<file path="config.mk">
export PLATFORM = sky130hd
export DESIGN_NAME = ps2_key_decoder
export DESIGN_NICKNAME = d
export VERILOG_FILES = /design/src/rtl/ps2_pkg.sv /design/src/rtl/ps2_key_decoder_frame_rx.sv /design/src/rtl/ps2_key_decoder.sv
export SDC_FILE = /design/constraint.sdc
export NUM_CORES = 1
export LEC_CHECK = 0
export ABC_AREA = 1
export BUFFER_PORTS_ARGS = -buffer_cell sky130_fd_sc_hd__buf_2
export CORE_ASPECT_RATIO = 0.75
export CORE_UTILIZATION = 45
export DETAILED_ROUTE_END_ITERATION = 8
export PLACE_DENSITY_LB_ADDON = 0.12
export SLEW_MARGIN = 10
export SYNTH_ARGS = -nofsm -noshare
export SYNTH_HDL_FRONTEND = slang
export SYNTH_HIERARCHICAL = 1
export SYNTH_SLANG_ARGS = --single-unit
</file>
<file path="constraint.sdc">
create_clock -name clk -period 1.88 [get_ports clk]
set_input_delay 0.376 -clock clk [delete_from_list [all_inputs] [get_ports clk]]
set_output_delay 0.376 -clock clk [all_outputs]
set_load 0.03 [all_outputs]
</file>
<file path="src/rtl/ps2_pkg.sv">
// ps2_pkg: shared scan-code and key_event constants for the PS/2 front end.
// Byte classification helper used by the prefix FSM.
package ps2_pkg;

    localparam logic [7:0] SC_PREFIX_EXT   = 8'hE0;
    localparam logic [7:0] SC_PREFIX_BRK   = 8'hF0;
    localparam logic [7:0] SC_PREFIX_PAUSE = 8'hE1;
    localparam logic [7:0] SC_W            = 8'h1D;
    localparam logic [7:0] SC_A            = 8'h1C;
    localparam logic [7:0] SC_S            = 8'h1B;
    localparam logic [7:0] SC_D            = 8'h23;
    localparam logic [7:0] SC_G            = 8'h34;

    localparam int KE_VALID = 10;
    localparam int KE_EXT   = 9;
    localparam int KE_BRK   = 8;

    typedef enum logic [1:0] {
        BC_KEY,
        BC_EXT,
        BC_BRK,
        BC_PAUSE
    } byte_class_e;

    function automatic byte_class_e classify(input logic [7:0] b);
        byte_class_e c;
        unique case (1'b1)
            (b == SC_PREFIX_PAUSE): c = BC_PAUSE;
            (b == SC_PREFIX_EXT):   c = BC_EXT;
            (b == SC_PREFIX_BRK):   c = BC_BRK;
            default:                c = BC_KEY;
        endcase
        return c;
    endfunction

endpackage

</file>
<file path="src/rtl/ps2_key_decoder_frame_rx.sv">
// ps2_frame_rx: pin sync, falling-edge detect and 11-bit frame deserialiser.
// Parity checked only when PS2_PARITY_CHECK_EN is defined.
module ps2_frame_rx #(
    parameter int TIMEOUT_CYCLES = 100000
) (
    input  logic       clk,
    input  logic       rstn,
    input  logic       ps2_clk,
    input  logic       ps2_data,
    output logic [7:0] rx_byte,
    output logic       rx_valid,
    output logic       rx_bad,
    output logic       rx_tout
);

    localparam int TW = $clog2(TIMEOUT_CYCLES + 1);
    localparam logic [TW-1:0] TMAX = TW'(TIMEOUT_CYCLES);

    logic [1:0]    clk_sync;
    logic [1:0]    data_sync;
    logic          clk_hist;
    logic          fall;
    logic          bit_in;
    logic [3:0]    bit_cnt;
    logic [7:0]    shreg;
    logic [TW-1:0] tcnt;
    logic          par_ok;

    assign fall    = clk_hist & ~clk_sync[1];
    assign bit_in  = data_sync[1];
    assign rx_byte = shreg;

    // two-flop synchronisers plus clock history; idle bus is high
    always_ff @(posedge clk or negedge rstn) begin
        if (!rstn) begin
            clk_sync  <= 2'b11;
            data_sync <= 2'b11;
            clk_hist  <= 1'b1;
        end else begin
            clk_sync  <= {clk_sync[0], ps2_clk};
            data_sync <= {data_sync[0], ps2_data};
            clk_hist  <= clk_sync[1];
        end
    end

`ifdef PS2_PARITY_CHECK_EN
    logic par_bit;

    // capture the parity bit of the current frame
    always_ff @(posedge clk or negedge rstn) begin
        if (!rstn) begin
            par_bit <= 1'b0;
        end else if (fall && bit_cnt == 4'd9) begin
            par_bit <= bit_in;
        end
    end

    assign par_ok = ^{shreg, par_bit};
`else
    assign par_ok = 1'b1;
`endif

    // bit counter, shift register, idle timeout; an edge beats the timeout
    always_ff @(posedge clk or negedge rstn) begin
        if (!rstn) begin
            bit_cnt  <= '0;
            shreg    <= '0;
            tcnt     <= '0;
            rx_valid <= 1'b0;
            rx_bad   <= 1'b0;
            rx_tout  <= 1'b0;
        end else begin
            rx_valid <= 1'b0;
            rx_bad   <= 1'b0;
            rx_tout  <= 1'b0;
            if (fall) begin
                tcnt <= '0;
                unique case (1'b1)
                    (bit_cnt == 4'd0): begin
                        if (!bit_in) bit_cnt <= 4'd1;
                    end
                    (bit_cnt >= 4'd1 && bit_cnt <= 4'd8): begin
                        shreg   <= {bit_in, shreg[7:1]};
                        bit_cnt <= bit_cnt + 4'd1;
                    end
                    (bit_cnt == 4'd9): begin
                        bit_cnt <= 4'd10;
                    end
                    default: begin
                        bit_cnt <= '0;
                        if (bit_in && par_ok) rx_valid <= 1'b1;
                        else                  rx_bad   <= 1'b1;
                    end
                endcase
            end else if (bit_cnt != 4'd0) begin
                if (tcnt == TMAX) begin
                    tcnt    <= '0;
                    bit_cnt <= '0;
                    rx_tout <= 1'b1;
                end else begin
                    tcnt <= tcnt + 1'b1;
                end
            end else begin
                tcnt <= '0;
            end
        end
    end

endmodule

</file>
<file path="src/rtl/ps2_key_decoder.sv">
// ps2_key_decoder: PS/2 set-2 receiver folding E0/F0/E1 prefixes into key_event.
// Optional parity check: define PS2_PARITY_CHECK_EN.
module ps2_key_decoder
    import ps2_pkg::*;
#(
    parameter int TIMEOUT_CYCLES = 100000
) (
    input  logic        clk,
    input  logic        rstn,
    input  logic        ps2_clk,
    input  logic        ps2_data,
    output logic [10:0] key_event,
    output logic        frame_err
);

    logic [7:0]  rx_byte;
    logic        rx_valid;
    logic        rx_bad;
    logic        rx_tout;
    logic        ext, ext_n;
    logic        brk, brk_n;
    logic [2:0]  skip, skip_n;
    logic [10:0] ev_n;

    ps2_frame_rx #(
        .TIMEOUT_CYCLES(TIMEOUT_CYCLES)
    ) u_rx (
        .clk      (clk),
        .rstn     (rstn),
        .ps2_clk  (ps2_clk),
        .ps2_data (ps2_data),
        .rx_byte  (rx_byte),
        .rx_valid (rx_valid),
        .rx_bad   (rx_bad),
        .rx_tout  (rx_tout)
    );

    assign frame_err = rx_bad | rx_tout;

    // prefix state and one-cycle event register
    always_ff @(posedge clk or negedge rstn) begin
        if (!rstn) begin
            ext       <= 1'b0;
            brk       <= 1'b0;
            skip      <= '0;
            key_event <= '0;
        end else begin
            ext       <= ext_n;
            brk       <= brk_n;
            skip      <= skip_n;
            key_event <= ev_n;
        end
    end

    // a bad frame drops pending prefixes; a timeout keeps them
    always_comb begin
        ext_n  = ext;
        brk_n  = brk;
        skip_n = skip;
        ev_n   = '0;
        if (rx_bad) begin
            ext_n = 1'b0;
            brk_n = 1'b0;
        end else if (rx_valid) begin
            if (skip != 3'd0) begin
                skip_n = skip - 3'd1;
            end else begin
                unique case (classify(rx_byte))
                    BC_PAUSE: skip_n = 3'd7;
                    BC_EXT:   ext_n  = 1'b1;
                    BC_BRK:   brk_n  = 1'b1;
                    default: begin
                        ev_n[KE_VALID] = 1'b1;
                        ev_n[KE_EXT]   = ext;
                        ev_n[KE_BRK]   = brk;
                        ev_n[7:0]      = rx_byte;
                        ext_n          = 1'b0;
                        brk_n          = 1'b0;
                    end
                endcase
            end
        end
    end

endmodule

</file>
==> results.toml <==
[timing]
max_slew_violation_count = 0
clock_skew_ns = 0.00747
timing.final.crit_period_ns = 1.60
rsz_0062_raised_after_global_routing = "false"
final.hold.worst_slack_ns = 0.166
fin_crit_sh_pct = 85.0
slew-limit-headroom_pct = 71.0
fmax_mhz = 626
worst-slew-pin-transition_ns = 0.434
timing.final.hold_violations = 0
setup_viol = 0
postLayoutSetupSlackWorst_ns = 0.282
tns_ns = 0

[final_layout]
final_design_area_no_fill_um2 = 3030
layout-drive-gt1-share_pct = 21.3
total_area_of_multi_input_combinational_cells_um2 = 1170
insertedDiodeCount = 0
area_growth_pct = 10.0
final_util_pct = 51.7
ff_latch_area_um2 = 1330
nFillCells = 559
finish.net_count = 372

[grt]
grt_usage_pct = 16.6
grt_max_degree = 39
grt_first_pass_wirelength_mm = 8.48
global_route.overflow_total = 0
grt_pass1_vias = 1856
initial_antenna_violation_count = 0

[power_and_ir_drop]
vdd.ir_drop.worst_mv = 0.479
static-leakage-power_nw = 1.53
power_density_nw_per_um2 = 1040

[yosys]
synth.largest_area_cell = "dfrtp_1"
synth.most_common_cell = "nand2_1"
synth_async_sr_flop_share_pct = 100
number_of_flops_mapped_to_enable_cells_by_yosys = 0
ys_warn_count = 6
synth_fp_nets = 350
yosysUniqueCellTypes = 26
ys_top_cells_by_count = "78 x nand2_1, 49 x inv_1, 48 x dfrtp_1"
yosys_most_used_dff = "dfrtp_1"
netlist_area_um2 = 2750
post_synthesis_mean_instance_area_um2 = 8.14
ys_ff_latch = 53
synth_top_area_share_pct = 43.6
synth.yosys.seq_area_share_pct = 48.4
count_of_mapped_cells_out_of_synthesis = 338
synthTopCellsByArea = "dfrtp_1 44%, nand2_1 11%, inv_1 6.7%"

[route]
drc_errors = 0
drt.antenna.violating_nets = 0
route.detailed.vias_per_inst = 4.55
drt-pass1-iter-count = 4
routedWlPerCell_um = 11.0
drt_first_iter_violations = 173
detail_route.wirelength_mm = 4.82
dr_total_vias = 1997

[critical_path]
endpoint_kind = "output pin"
path_cells = "or2_2 -> buf_2"
timing.critical_path.required_ns = 1.50
critPathBufInv = 1
cp.arrival_ns = 1.22
criticalPathCategory = "reg2out"
cp-start-kind = "flip-flop"
crit_fanout = 4
timing.critical_path.slowest_cell_delay_ns = 0.44
category_of_cells_accounting_for_the_largest_share_of_critical_path_delay = "flip-flops"
cpMaxStageDelayCell = "dfrtp_1"

[placed_design]
placement.setup.worst_slack_ns = 0.333
place.port_buffers = 15
gp_congestion = 0.865
dpl-instance-area_um2 = 2920
hpwl_after_detailed_placement_mm = 3.63

[cts]
clock_latency_ns = 0.30
cts-htree-levels = 2
root_buffer_selected_by_cts = "clkbuf_8"
clock_sink_count = 53
tritoncts_clock_tree = "yes"
cts-buffers-inserted = 5
longest_clk_path_bufs = 2
post_cts.resized_instances = 0
cts_clock_pin_slew_for_the_worst_setup_and_hold_paths_ns = 0.09

[outcome]
outcome = "completed"

[floorplanning]
placeable_core_region_um2 = 5860
fp.dieArea_um2 = 6440
boundaryPins = 16
chipHeight_um = 69.7
std_cell_rows = 24
die_w_um = 92.3
initial_core_util_pct = 47.0

[worst_hold_path]
worstHoldPathType = "in2reg"

[flow_run]
cap_viol_max_count = 0
==> path summary, 6_finish.rpt <==
| check | start | to | depth (start not counted) | slack (ns) |
|---|---|---|---|---|
| worst max-delay path | u_rx/rx_bad$_DFF_PN0_ | frame_err | 2 | 0.28 |
| worst min-delay path | ps2_clk | u_rx/clk_sync[0]$_DFF_PN1_ | 1 | 0.17 |
| worst max register to register | skip[0]$_DFFE_PN0P_ | key_event[7]$_DFF_PN0_ | 6 | 0.33 |
| worst min register to register | u_rx/clk_sync[0]$_DFF_PN1_ | u_rx/clk_sync[1]$_DFF_PN1_ | 0 | 0.36 |
| max in group asynchronous | rstn | u_rx/clk_hist$_DFF_PN1_ | 3 | 0.78 |
| min in group asynchronous | rstn | key_event[6]$_DFF_PN0_ | 2 | 0.51 |
==> state kept, by name (all words and copies together) (netlist names), 2 cells and up <==
| name | count |
|---|---|
| u_rx/clk_sync | 2 |
| u_rx/data_sync | 2 |
| skip | 3 |
| u_rx/tcnt | 17 |
| u_rx/rx_byte | 8 |
| u_rx/bit_cnt | 4 |
| key_event | 11 |
==> power breakdown <==
part           switching (mW)  total (mW)  leakage (nW)  internal [mW]
Sequential              0.168        1.48         0.700           1.32
Clock                   0.368       0.668        0.0512          0.299
Combinational           0.673        1.01         0.783          0.333
Total                    1.21        3.16          1.53           1.95
==> cells in the final DEF, fill, tap and decap left out, types with 7 or more instances in the layout <==
cell type	instances
a21oi_1	7
buf_2	15
dfrtp_1	48
ha_1	8
inv_1	49
inv_2	8
nand2_1	78
nand3_1	16
nor2_1	47
nor2_2	18
o21ai_1	9
==> logic make-up after synthesis <==
group | Yosys count | synth area share [%]
simple gates | 189 | 33.0
fa+ha+maj | 8 | 3.64
buf+inv | 61 | 9.14
xor+xnor | 7 | 2.23
compound gates | 20 | 3.64
flops | 53 | 48.4
==> repair_timing <==
| item | in CTS | in global routing |
|---|---|---|
| hold buffers | 1 | 0 |
| buffers inserted | 0 | 0 |
| hold endpoints to repair | 15 | 0 |
==> layer usage <==
metal	vias to the layer above	global-route usage [%]	wire length [µm]
met1	883	24.4	2570
met3	5	3.73	218
li1	1066	-	-
met4	0	4.86	50
met5	-	0	0
met2	43	24.5	1980
==> per-stage QoR <==
stage | instances | power (mW)
final | 439 | 3.16
after global routing | 439 | 3.43
after CTS | 439 | 3.19
after detailed placement | 430 | 2.52
after global placement | 430 | 2.49
after floorplan | 338 | 2.29
==> area by class of cell <==
| type | instances | share of cell area [%] |
|---|---|---|
| Multi-Input combinational cell | 224 | 38.6 |
| Timing Repair Buffer | 17 | 3.47 |
| Tap cell | 78 | 3.22 |
| Sequential cell | 53 | 44.0 |
| Clock inverter | 2 | 0.454 |
| Inverter | 59 | 7.56 |
| Clock buffer | 6 | 2.73 |
Power figures use the tool's default switching activity.
